==> src/rtl/ram_arbiter_pkg.sv <==
// Shared FSM encodings, default widths and the tie-break helper for ram_arbiter.
// Tie-break mode is selected by RAM_ARB_FIXED_PRIO_EN (fixed priority) or round-robin (default).
package ram_arbiter_pkg;

    localparam int DEFAULT_ADDR_WIDTH = 4;
    localparam int DEFAULT_DATA_WIDTH = 8;

    typedef enum logic [1:0] {
        IDLE   = 2'd0,
        ACCESS = 2'd1,
        RESP   = 2'd2
    } state_t;

    // Winner index for the current request pair; prio selects the tie winner.
    function automatic logic pick_winner(input logic r0, input logic r1, input logic prio);
        if (r0 && r1) begin
            return prio;
        end
        return !r0;
    endfunction

endpackage

==> src/rtl/ram_arbiter_ram_ip.sv <==
// Single-port storage for ram_arbiter: registered write, combinational read, no reset.
module ram_ip #(
    parameter int ADDR_WIDTH = 4,
    parameter int DATA_WIDTH = 8
) (
    input  logic                  clk,
    input  logic [ADDR_WIDTH-1:0] waddr,
    input  logic [DATA_WIDTH-1:0] wdata,
    input  logic                  wr,
    output logic [DATA_WIDTH-1:0] rdata
);

    localparam int DEPTH = 1 << ADDR_WIDTH;

    logic [DATA_WIDTH-1:0] mem [0:DEPTH-1];

    always_ff @(posedge clk) begin
        if (wr) begin
            mem[waddr] <= wdata;
        end
    end

    assign rdata = mem[waddr];

endmodule

==> src/rtl/ram_arbiter.sv <==
// Two-requester arbiter in front of a shared RAM: IDLE -> ACCESS -> RESP per access.
// Define RAM_ARB_FIXED_PRIO_EN for fixed priority to requester 0; otherwise round-robin.
module ram_arbiter
    import ram_arbiter_pkg::*;
#(
    parameter int ADDR_WIDTH = DEFAULT_ADDR_WIDTH,
    parameter int DATA_WIDTH = DEFAULT_DATA_WIDTH
) (
    input  logic                  clk,
    input  logic                  reset,
    input  logic                  req0,
    input  logic                  req1,
    input  logic                  we0,
    input  logic                  we1,
    input  logic [ADDR_WIDTH-1:0] addr0,
    input  logic [ADDR_WIDTH-1:0] addr1,
    input  logic [DATA_WIDTH-1:0] wdata0,
    input  logic [DATA_WIDTH-1:0] wdata1,
    output logic                  ack0,
    output logic                  ack1,
    output logic [DATA_WIDTH-1:0] rdata,
    output logic                  busy
);

    state_t                state_reg;
    logic                  idx_reg;
    logic                  we_reg;
    logic [ADDR_WIDTH-1:0] addr_reg;
    logic [DATA_WIDTH-1:0] wdata_reg;
    logic [1:0]            ack_reg;
    logic [DATA_WIDTH-1:0] rdata_reg;
    logic                  busy_reg;

    logic                  win_next;
    logic                  we_next;
    logic [ADDR_WIDTH-1:0] addr_next;
    logic [DATA_WIDTH-1:0] wdata_next;

    logic                  ram_wr;
    logic [DATA_WIDTH-1:0] ram_rdata;

`ifdef RAM_ARB_FIXED_PRIO_EN
    always_comb begin
        win_next = pick_winner(req0, req1, 1'b0);
    end
`else
    // ptr_reg names the requester that wins the next tie.
    logic ptr_reg;

    always_comb begin
        win_next = pick_winner(req0, req1, ptr_reg);
    end

    always_ff @(posedge clk) begin
        if (reset) begin
            ptr_reg <= 1'b0;
        end else if (state_reg == IDLE && (req0 || req1)) begin
            ptr_reg <= !win_next;
        end
    end
`endif

    always_comb begin
        we_next    = win_next ? we1    : we0;
        addr_next  = win_next ? addr1  : addr0;
        wdata_next = win_next ? wdata1 : wdata0;
    end

    always_ff @(posedge clk) begin
        if (reset) begin
            state_reg <= IDLE;
            idx_reg   <= 1'b0;
            we_reg    <= 1'b0;
            addr_reg  <= '0;
            wdata_reg <= '0;
            ack_reg   <= 2'b00;
            rdata_reg <= '0;
            busy_reg  <= 1'b0;
        end else begin
            case (state_reg)
                IDLE: begin
                    ack_reg <= 2'b00;
                    if (req0 || req1) begin
                        idx_reg   <= win_next;
                        we_reg    <= we_next;
                        addr_reg  <= addr_next;
                        wdata_reg <= wdata_next;
                        busy_reg  <= 1'b1;
                        state_reg <= ACCESS;
                    end
                end
                ACCESS: begin
                    if (!we_reg) begin
                        rdata_reg <= ram_rdata;
                    end
                    ack_reg   <= idx_reg ? 2'b10 : 2'b01;
                    state_reg <= RESP;
                end
                RESP: begin
                    ack_reg   <= 2'b00;
                    busy_reg  <= 1'b0;
                    state_reg <= IDLE;
                end
                default: begin
                    ack_reg   <= 2'b00;
                    busy_reg  <= 1'b0;
                    state_reg <= IDLE;
                end
            endcase
        end
    end

    // Gating with reset makes a reset in ACCESS abort the pending write.
    assign ram_wr = (state_reg == ACCESS) && we_reg && !reset;

    ram_ip #(
        .ADDR_WIDTH(ADDR_WIDTH),
        .DATA_WIDTH(DATA_WIDTH)
    ) u_ram (
        .clk  (clk),
        .waddr(addr_reg),
        .wdata(wdata_reg),
        .wr   (ram_wr),
        .rdata(ram_rdata)
    );

    assign ack0  = ack_reg[0];
    assign ack1  = ack_reg[1];
    assign rdata = rdata_reg;
    assign busy  = busy_reg;

endmodule

==> config.mk <==
export PLATFORM = sky130hd
export DESIGN_NAME = ram_arbiter
export DESIGN_NICKNAME = d
export VERILOG_FILES = /design/src/rtl/ram_arbiter_pkg.sv /design/src/rtl/ram_arbiter_ram_ip.sv /design/src/rtl/ram_arbiter.sv
export SDC_FILE = /design/constraint.sdc
export NUM_CORES = 1
export LEC_CHECK = 0
export CAP_MARGIN = 20
export CORE_ASPECT_RATIO = 1.2
export CORE_UTILIZATION = 55
export CTS_CLUSTER_DIAMETER = 120
export CTS_CLUSTER_SIZE = 20
export DETAILED_ROUTE_END_ITERATION = 10
export GPL_TIMING_DRIVEN = 1
export PLACE_DENSITY = 0.84
export SETUP_SLACK_MARGIN = 0.4
export SYNTH_ARGS = -nofsm -noshare
export SYNTH_HDL_FRONTEND = slang
export SYNTH_SLANG_ARGS = --single-unit
==> constraint.sdc <==
create_clock -name clk -period 3.3 [get_ports clk]
set_input_delay 0.825 -clock clk [delete_from_list [all_inputs] [get_ports clk]]
set_output_delay 0.825 -clock clk [all_outputs]
set_load 0.005 [all_outputs]
==> impl_metrics.json <==
{
  "async_flop_share_pct": 0,
  "cp.required_ns": 3.43,
  "rsz0062_at_grt": "false",
  "postRouteAntennaNets": 0,
  "syn-num-nets": 403,
  "yosys_warnings": 0,
  "cts_htree_levels": 4,
  "min_path_type": "register to register",
  "drv_cap": 0,
  "worst_pin_slew_ns": 1.003,
  "grt_pass1_wl_um": 18940,
  "hold_buffers": 0,
  "fin_nets": 454,
  "whs_path_depth": 2,
  "seq_area_frac_synth_pct": 71.57,
  "cts-root-buf": "clkbuf_16",
  "synth-edff-count": 128,
  "rows": 41,
  "holdWs_ns": 0.4672,
  "wl_per_cell_um": 21.63,
  "port_buffers": 40,
  "via_per_inst": 6.189,
  "fin_skew_ns": 0.006486,
  "yosys_register_bits": 156,
  "setup_viol_count_final": 0,
  "dieWidth_um": 98.56,
  "cts_tree": "yes",
  "worstSetupStartpointType": "input port",
  "start_util_pct": 57.39,
  "r2r_cells": 3,
  "min_period_ns": 2.414,
  "synthCells": 373,
  "die_h_um": 117.9,
  "rr_startpoint": "addr_reg[1]$_SDFFE_PP0P_",
  "max-slew-margin-rel_pct": 32.83,
  "drc": 0,
  "min_from": "ptr_reg$_SDFFE_PP0P_",
  "report.final.slew_viol_count": 0,
  "final_area_mm2": 0.007310,
  "synth_ff_type": "edfxtp_1",
  "fp.coreArea_mm2": 0.01072,
  "cts_resized": 0,
  "grt_max_degree": 31,
  "yosysUniqueCellTypes": 34,
  "diodes": 0,
  "fmax_ghz": 0.4142,
  "hpwl_um": 7883,
  "end_kind": "register",
  "dr.pass1.iters": 5,
  "worstPathMaxFanout": 8,
  "cts_setup_buffers": 0,
  "leakagePower_nw": 2.420,
  "irDropWorstVdd_mv": 0.4857,
  "finalCritPeriodShare_pct": 73.15,
  "synthTopCellsByArea": "edfxtp_1 (62%), dfxtp_1 (9.1%), mux4_2 (8.8%), mux2_2 (2.9%), a22oi_1 (2.0%)",
  "finalHoldViolCount": 0,
  "critical_path_class": "input port to register",
  "clk_latency_ns": 0.42,
  "worst_ep_arrival_time_ns": 2.54,
  "gp_congestion": 0.8115,
  "ios": 41,
  "wirelength_um": 12240,
  "regToRegEndpoint": "u_ram.mem[7][5]$_DFFE_PP_",
  "hold_end": "ptr_reg$_SDFFE_PP0P_",
  "tns_ns": 0,
  "grt_overflow": 0,
  "syn_to_final_growth_pct": 18.79,
  "antenna_found_initial": 0,
  "p_per_area_mw_per_mm2": 607.7,
  "grt_pass1_vias": 3502,
  "cts_buffer_depth": 2,
  "cts_sinks": 156,
  "dr.first_iter.drc_count": 336,
  "syn_area_mm2": 0.006153,
  "regToRegSetupSlack_ns": 0.91,
  "placed_cell_area_mm2": 0.006724,
  "largest_reg_flops": 128,
  "clkSlewWorstSetupHoldPaths_ns": 0.06,
  "dieArea_mm2": 0.01162,
  "netlist.area_leader.share_pct": 62.46,
  "via_count": 3503,
  "syn_area_per_cell_um2": 16.50,
  "drive_gt1_share_pct": 21.28,
  "track_usage_pct": 22.75,
  "numCtsBuffers": 17,
  "outcome": "completed",
  "synth_area_leader_cell": "edfxtp_1"
}
cell usage after synthesis (5+ instances only):
master    instances
a22oi_1          16
a31oi_1          13
a41oi_1           8
clkbuf_1         13
dfxtp_1          28
edfxtp_1        128
inv_1            15
mux2_2           16
mux4_2           24
nand2_1           9
nand3_1          14
nor2_1           16
nor3_1            5
o21ai_0          14
o21bai_1          8
or4_1            13
metrics by stage:
| step | setup WS (ns) | instances | power, mW | utilization, % |
|---|---|---|---|---|
| 2_1_floorplan | 0.5194 | 373 | 2.485 | - |
| 3_3_place_gp | 0.5453 | 534 | 2.607 | 62.71 |
| 3_5_place_dp | 0.5197 | 534 | 2.623 | 62.71 |
| 4_1_cts | 0.8746 | 566 | 4.456 | 68.18 |
| 5_1_grt | 0.6984 | 566 | 4.570 | 68.18 |
| 6_report | 0.8860 | 566 | 4.442 | 68.18 |
where the power goes:
group	switching, mW	leakage [nW]	internal (mW)
Sequential	0.0955	1.39	2.19
Combinational	0.138	0.737	0.165
Clock	0.723	0.293	1.13
cell usage in the layout (no fill, tap or decap):
| master | instances |
|---|---|
| a211oi_1 | 1 |
| a21boi_1 | 1 |
| a21oi_1 | 1 |
| a221oi_1 | 1 |
| a22oi_1 | 16 |
| a31oi_1 | 13 |
| a41oi_1 | 8 |
| and2_1 | 3 |
| and3b_1 | 1 |
| and4bb_2 | 1 |
| buf_4 | 18 |
| clkbuf_1 | 2 |
| clkbuf_16 | 20 |
| clkbuf_8 | 2 |
| clkdlybuf4s50_1 | 40 |
| clkinv_2 | 3 |
| clkinv_4 | 1 |
| clkinvlp_4 | 1 |
| dfxtp_1 | 27 |
| dfxtp_2 | 1 |
| edfxtp_1 | 128 |
| inv_1 | 15 |
| inv_4 | 3 |
| mux2_2 | 16 |
| mux4_2 | 24 |
| nand2_1 | 9 |
| nand2b_1 | 3 |
| nand3_1 | 14 |
| nand3b_1 | 2 |
| nor2_1 | 16 |
| nor2b_1 | 1 |
| nor3_1 | 5 |
| nor3b_1 | 1 |
| nor3b_2 | 2 |
| o21ai_0 | 14 |
| o21bai_1 | 8 |
| or2_1 | 1 |
| or3b_2 | 1 |
| or4_1 | 13 |
cell type report:
class	count	area, um2
Sequential cell	156	4405
Fill cell	645	3412
Multi-Input combinational cell	176	1565
Clock buffer	24	535.5
Timing Repair Buffer	58	535.5
Tap cell	129	161.4
Inverter	15	56.30
Clock inverter	8	50.05
worst max-delay path by stage:
| stage | endpoint | slack [ns] | from | cells after the start |
|---|---|---|---|---|
| after CTS | u_ram.mem[7][5]$_DFFE_PP_ | 0.87 | addr_reg[1]$_SDFFE_PP0P_ | 3 |
| after global routing | u_ram.mem[6][3]$_DFFE_PP_ | 0.70 | addr_reg[1]$_SDFFE_PP0P_ | 3 |
| after detailed placement | u_ram.mem[4][5]$_DFFE_PP_ | 0.52 | reset | 5 |
| final | u_ram.mem[4][7]$_DFFE_PP_ | 0.89 | reset | 5 |
| after floorplan | u_ram.mem[0][0]$_DFFE_PP_ | 0.52 | reset | 4 |
| after global placement | u_ram.mem[0][5]$_DFFE_PP_ | 0.55 | reset | 5 |
kinds of logic (layout without fill, tap and decap cells):
family	after synthesis	after routing	synth area share, %
AO/OA/AOI/OAI	63	63	6.995
buffers and inverters	41	105	3.070
flip-flops	156	156	71.57
multiplexers	40	40	11.71
AND/OR/NAND/NOR	73	73	6.649
metal layers:
metal	global-route usage [%]	vias to the layer above	part of all wire, %
met5	0	-	0
met3	5.819	28	5.9
met1	27.53	1726	39
met2	38.07	163	52
li1	-	1586	-
met4	10.91	0	3.0
critical path: stages:
cell and delay, ns:
clkdlybuf4s50_1 0.43, and4bb_2 0.37, or3b_2 0.52, nor2_1 0.18, buf_4 0.20
Note: power is estimated with default switching activity, not from simulation.
